--- config.mk ---
export PLATFORM = sky130hd
export DESIGN_NAME = iter_shift_unit
export DESIGN_NICKNAME = d
export VERILOG_FILES = /design/src/rtl/shift_pkg.sv /design/src/rtl/shift_step.sv /design/src/rtl/iter_shift_unit.sv
export SDC_FILE = /design/constraint.sdc
export NUM_CORES = 1
export LEC_CHECK = 0
export CAP_MARGIN = 20
export CORE_MARGIN = 2
export CORE_UTILIZATION = 51
export CTS_CLUSTER_DIAMETER = 60
export DETAILED_ROUTE_END_ITERATION = 8
export HOLD_SLACK_MARGIN = 0.12
export PLACE_DENSITY = 0.95
export SKIP_LAST_GASP = 1
export SYNTH_ARGS = -nofsm -noshare
export SYNTH_HDL_FRONTEND = slang
export SYNTH_SLANG_ARGS = --single-unit
--- constraint.sdc ---
create_clock -name clk -period 4.8 [get_ports clk]
set_input_delay 0.48 -clock clk [delete_from_list [all_inputs] [get_ports clk]]
set_output_delay 0.48 -clock clk [all_outputs]
set_load 0.1 [all_outputs]
--- src/rtl/shift_pkg.sv ---
// Shared encodings for the iterative shifter: operation modes and FSM states.
package shift_pkg;

  typedef enum logic [1:0] {
    MODE_SLL = 2'b00,
    MODE_SRA = 2'b01,
    MODE_ROR = 2'b10,
    MODE_ROL = 2'b11
  } shift_mode_e;

  typedef enum logic [1:0] {
    ST_IDLE  = 2'b00,
    ST_SHIFT = 2'b01,
    ST_DONE  = 2'b10
  } shift_state_e;

endpackage

--- src/rtl/shift_step.sv ---
// Combinational single-position shift/rotate step.
module shift_step
  import shift_pkg::*;
#(
  parameter int WIDTH = 16
) (
  input  logic [WIDTH-1:0] i_data,
  input  shift_mode_e      i_mode,
  output logic [WIDTH-1:0] o_data
);

  // The MSB is never altered by an SRA step, so it always equals the captured sign bit.
  always_comb begin
    o_data = i_data;
    case (i_mode)
      MODE_SLL: o_data = {i_data[WIDTH-2:0], 1'b0};
      MODE_SRA: o_data = {i_data[WIDTH-1], i_data[WIDTH-1:1]};
      MODE_ROR: o_data = {i_data[0], i_data[WIDTH-1:1]};
      MODE_ROL: o_data = {i_data[WIDTH-2:0], i_data[WIDTH-1]};
      default:  o_data = i_data;
    endcase
  end

endmodule

--- src/rtl/iter_shift_unit.sv ---
// Iterative shifter: one bit position per cycle, valid/ready on both sides,
// synchronous flush of any in-flight request.
module iter_shift_unit
  import shift_pkg::*;
#(
  parameter int WIDTH = 16,
  parameter int CNT_W = 4
) (
  input  logic             clk,
  input  logic             rst_n,
  input  logic             in_valid,
  output logic             in_ready,
  input  logic [WIDTH-1:0] shift_in,
  input  logic [CNT_W-1:0] shift_val,
  input  logic [1:0]       mode,
  input  logic             flush,
  output logic             out_valid,
  input  logic             out_ready,
  output logic [WIDTH-1:0] shift_out,
  output logic             zero
);

  shift_state_e     r_state;
  shift_state_e     w_next_state;
  logic [WIDTH-1:0] r_data;
  logic [CNT_W-1:0] r_count;
  shift_mode_e      r_mode;
  logic [WIDTH-1:0] w_step;
  logic             w_accept;

  shift_step #(.WIDTH(WIDTH)) u_step (
    .i_data (r_data),
    .i_mode (r_mode),
    .o_data (w_step)
  );

  assign in_ready  = (r_state == ST_IDLE) || ((r_state == ST_DONE) && out_ready);
  assign w_accept  = in_valid && in_ready && !flush;
  assign out_valid = (r_state == ST_DONE);
  assign shift_out = r_data;
  assign zero      = (r_state == ST_DONE) && (r_data == '0);

  always_comb begin
    w_next_state = r_state;
    case (r_state)
      ST_IDLE: begin
        if (w_accept) w_next_state = (shift_val == '0) ? ST_DONE : ST_SHIFT;
      end
      ST_SHIFT: begin
        if (r_count == CNT_W'(1)) w_next_state = ST_DONE;
      end
      ST_DONE: begin
        if (w_accept)       w_next_state = (shift_val == '0) ? ST_DONE : ST_SHIFT;
        else if (out_ready) w_next_state = ST_IDLE;
      end
      default: w_next_state = ST_IDLE;
    endcase
    // Flush overrides both a new accept and completion.
    if (flush) w_next_state = ST_IDLE;
  end

  always_ff @(posedge clk or negedge rst_n) begin
    if (!rst_n) begin
      r_state <= ST_IDLE;
    end else begin
      r_state <= w_next_state;
    end
  end

  always_ff @(posedge clk or negedge rst_n) begin
    if (!rst_n) begin
      r_data  <= '0;
      r_count <= '0;
      r_mode  <= MODE_SLL;
    end else if (flush) begin
      r_count <= '0;
    end else if (w_accept) begin
      r_data  <= shift_in;
      r_count <= shift_val;
      r_mode  <= shift_mode_e'(mode);
    end else if (r_state == ST_SHIFT) begin
      r_data  <= w_step;
      r_count <= r_count - CNT_W'(1);
    end
  end

endmodule
# --- Word level (Yosys, flattened, before mapping) ---
# Index checks and enable logic that the tools add are counted.
word_totals:
  reg_bits: 24
  word_cells: 46
  input_bits: 27
classes:
  eq_ne: 10
  muxes: 13
  n_reduce_logical: 16
  n_addsub: 1
  bitwise: 1
ops:
  columns: ["cell", "count"]
  rows:
  - ["$pmux W16 S4", 1]
  - ["$mux W16", 2]
  - ["$logic_not A16 Y1", 1]
  - ["$mux W2", 6]
  - ["$mux W4", 3]
  - ["$eq A2 B2 Y1 const B", 3]
  - ["$ne A3 B3 Y1 const B", 2]
  - ["$pmux W2 S3", 1]
  - ["$reduce_and A3 Y1", 2]
  - ["$eq A2 B1 Y1 const B", 2]
  - ["$eq A4 B1 Y1 const B", 1]
  - ["$logic_and A1 B1 Y1", 4]
  - ["$logic_not A2 Y1", 2]
  - ["$logic_not A4 Y1", 1]
  - ["$ne A4 B2 Y1 const B", 1]
  - ["$reduce_and A2 Y1", 2]
  - ["$sub A4 B1 Y4 const B", 1]
  - ["$reduce_bool A3 Y1", 1]
  - ["$ne A2 B2 Y1 const B", 1]
  - ["$reduce_bool A2 Y1", 1]
  - ["$logic_not A1 Y1", 1]
  - ["$logic_or A1 B1 Y1", 1]
  - ["$not A1 Y1", 1]

# --- Longest topological paths before layout ---
depth:
  ltp_word: 8
  mapped_depth: 6

# --- Cells and area by module ---
# A second synthesis with hierarchy kept.
unflattened:
  hier_cells: 145
  hier_area_um2: 1624.1
by_module_without_submodules:
  columns: ["module", "seq_area_each_um2", "n_inst", "cells_each", "area_each_um2"]
  rows:
  - ["iter_shift_unit", 600.6, 1, 122, 1342.5]
  - ["shift_step", 0.0, 1, 23, 281.5]

# --- Least setup slack after synthesis ---
# Ideal clock, no wire load.
synth_path:
  path_type: "register to output"
  start: "reg r_data[15] (netlist: shift_out[15])"
  end: "out zero"
  slack_ns: 0.900
  arrival_time_ns: 3.420
  stages_incl_launch_ff: 3
  cell_sequence: "dfrtp_1 or4_1 nor3_1"
synth_via:
  elab_chain_cells: 2
synth_lines:
  columns: ["item", "line_no", "rtl"]
  rows:
  - ["from (decl)", "iter_shift_unit.sv:25", "logic [WIDTH-1:0] r_data;"]
  - ["from (signal assigned)", "iter_shift_unit.sv:78", "r_data <= shift_in;"]
  - ["from (signal assigned)", "iter_shift_unit.sv:82", "r_data <= w_step;"]
  - ["$logic_not A16 Y1", "iter_shift_unit.sv:41", "assign zero = (r_state == ST_DONE) && (r_data == '0);"]
  - ["$logic_and A1 B1 Y1", "iter_shift_unit.sv:41", null]
  - ["to (decl)", "iter_shift_unit.sv:20", "output logic zero"]
# No other way between the ends.

# --- Final worst setup path ---
layout_path:
  start: "reg r_data[11] (netlist: shift_out[11])"
  end: "out zero"
# The elaborated chain is that of the path after synthesis.

==> results.yml <==
status:
  status: "finished, final reports clean"
layout:
  stdcell_area_um2: 2030
  mostFrequentLayoutCell: "clkdlybuf4s50_1"
  fin_nets: 226
  area_growth_pct: 31.2
  stdcell_count: 229
  final_cell_mix: "45 x clkdlybuf4s50_1, 24 x dfrtp_1, 18 x nor2_1"
  final_core_util_pct: 68.3
  diodes: 0
  drive_gt1_share_pct: 9.69
logic_synthesis:
  ys_seq_elements: 24
  syn_area_um2: 1550
  synthArstFlopShare_pct: 100
  ys_warn_count: 0
  syn_avg_cell_area_um2: 10.1
  synth_enable_flop_cells: 0
  syn_nets: 183
  yosys_most_used_dff: "dfrtp_1"
  synth_cell_type_count: 35
  synth_top_area_share_pct: 38.7
  synth.yosys.seq_area_share_pct: 38.7
  yosysTopAreaCell: "dfrtp_1"
  netlist_instances: 154
  synth_area_leaders: "dfrtp_1 39%, mux2i_1 10%, a21o_1 7.3%"
setup_path:
  worstPathArrival_ns: 2.66
  setup.worst_path.start_class: "flip-flop"
  critPathKind: "flip-flop to primary output"
  cp-end-kind: "primary output"
  required_ns: 4.32
  crit_path_max_fanout: 5
  regToRegSetupSlack_ns: 2.78
routing:
  drc: 0
  wire_per_inst_um: 16.4
  drt_first_iter_violations: 119
  via_count: 1359
  via_per_inst: 5.93
  wl_mm: 3.76
  postRouteAntennaNets: 0
  first_pass_iters: 5
timing:
  max_freq_mhz: 319
  min_period_ns: 3.14
  finalHoldViolCount: 0
  slew_viol_final: 0
  worstMarginPinSlew_ns: 1.08
  maxSlewHeadroom_pct: 27.5
  holdWs_ns: 0.451
  fin_crit_sh_pct: 65.3
  setup_violations: 0
  setup_tns_ns: 0
  rsz0062_at_grt: "false"
  skew_ns: 0.00808
clock_tree:
  clk_pin_slew_ns: 0.14
  clock-sinks: 24
  htreeDepth: 1
  clockBufferDepth: 2
  postCtsHoldBufs: 0
  cts_resized: 0
  cts_tree: "done"
  cts_setup_buffers: 0
  root_buffer: "clkbuf_4"
  numCtsBuffers: 3
  clock_latency_ns: 0.32
grt:
  grt_pass1_vias: 1338
  top_usage_layer: "met2"
  grt.met2_usage_pct: 39.7
  grt_max_degree: 40
  antenna_found_initial: 0
  grt_use_met3_pct: 3.49
  grt_overflow_total: 0
  grt_pass1_wl_mm: 5.88
  grt_use_met1_pct: 26.9
  grt_usage_pct: 22.1
placement:
  place.gp.congestion: 0.821
  port-buffer-count: 45
  hpwl_mm: 2.72
  place_area_um2: 1980
  dp.cells: 224
pwr:
  p_int_uw: 576
  combPwrFrac_pct: 64.5
  power_leakage_nw: 0.908
  switching_power_uw: 740
  switching_share_pct: 56.2
  vdd_drop_max_mv: 0.233
  pwr-share-clk_pct: 8.3
  seq_power_share_pct: 27.3
  powerDensity_nw_per_um2: 647
die:
  ioPinCount: 46
  rows: 20
  floorplan.initialDensity_pct: 52.1
  die_w_um: 59.1
  coreArea_um2: 2980
  die_h_um: 59.1
  die_area_um2: 3500
worst_hold_path:
  hold_class: "primary input to asynchronous set/reset pin"
job:
  max_cap_violations: 0
## cells in the mapped netlist (all sizes together), types with 3 or more instances
cell type / count
nor2: 18
nor3b: 3
or3: 3
nor4: 4
mux2i: 16
buf: 9
a211oi: 14
nand2: 5
a21o: 15
inv: 7
a21oi: 3
o31ai: 3
dfrtp: 24
o21ai: 5
## worst max-delay path, stage by stage, from the launching register on
cell	delay (ns)
dfrtp_1	0.46
nor4_1	0.36
nand3_1	0.12
nor3_1	0.23
clkdlybuf4s50_1	1.17
## per-layer routing
metal	routed length [um]	vias to the layer above
met4	9	0
li1	-	653
met3	176	2
met2	1980	40
met5	0	-
met1	1590	664
## path summary, 6_finish.rpt
kind	start	endpoint	cells past startpoint
max in group asynchronous	rst_n	shift_out[6]	2
hold / removal	rst_n	shift_out[0]	1
setup reg to reg	r_mode[0]	shift_out[4]	4
min in group clk	r_count[3]	r_count[3]	1
setup / recovery	shift_out[11]	zero	4
hold reg to reg	r_count[3]	r_count[3]	1
## cell type report
type	instances	area [um2]
timing repair buffer	48	480
multi-input combinational	113	850
tap	33	41.3
fill	239	943
inverter	7	26.3
clock buffer	4	36.3
sequential	24	601
## metrics by stage
stage / worst slack (ns) / power (mW)
finish: 1.66 / 1.32
global route: 1.59 / 1.38
CTS: 1.68 / 1.32
detailed placement: 1.86 / 1.21
global placement: 1.90 / 1.18
floorplan: 0.900 / 1.02
## power groups by stage
stage / Combinational [mW] / Clock, mW / Sequential [mW]
after detailed placement: 0.849 / 0 / 0.361
after global routing: 0.888 / 0.121 / 0.370
after floorplan: 0.300 / 0 / 0.718
after CTS: 0.851 / 0.109 / 0.357
final: 0.849 / 0.109 / 0.359
after global placement: 0.828 / 0 / 0.352
## state kept, by name, summed over array words and instances, names as in the netlist
| signal | flops |
|---|---|
| r_count | 4 |
| r_mode | 2 |
| r_state | 2 |
| shift_out | 16 |
## cell families (layout without fill, tap and decap cells)
family | count (synthesis) | after routing | share of synthesized area, %
DFF | 24 | 24 | 38.7
muxes | 18 | 18 | 11.8
xor gates and xnor gates | 1 | 1 | 1.05
adders and majority gates | 2 | 2 | 1.61
and+or+nand+nor | 46 | 46 | 17.2
AOI/OAI and AO/OA | 46 | 46 | 23.2
buffers and inverters | 17 | 59 | 6.46
Power figures use the tool's default switching activity.
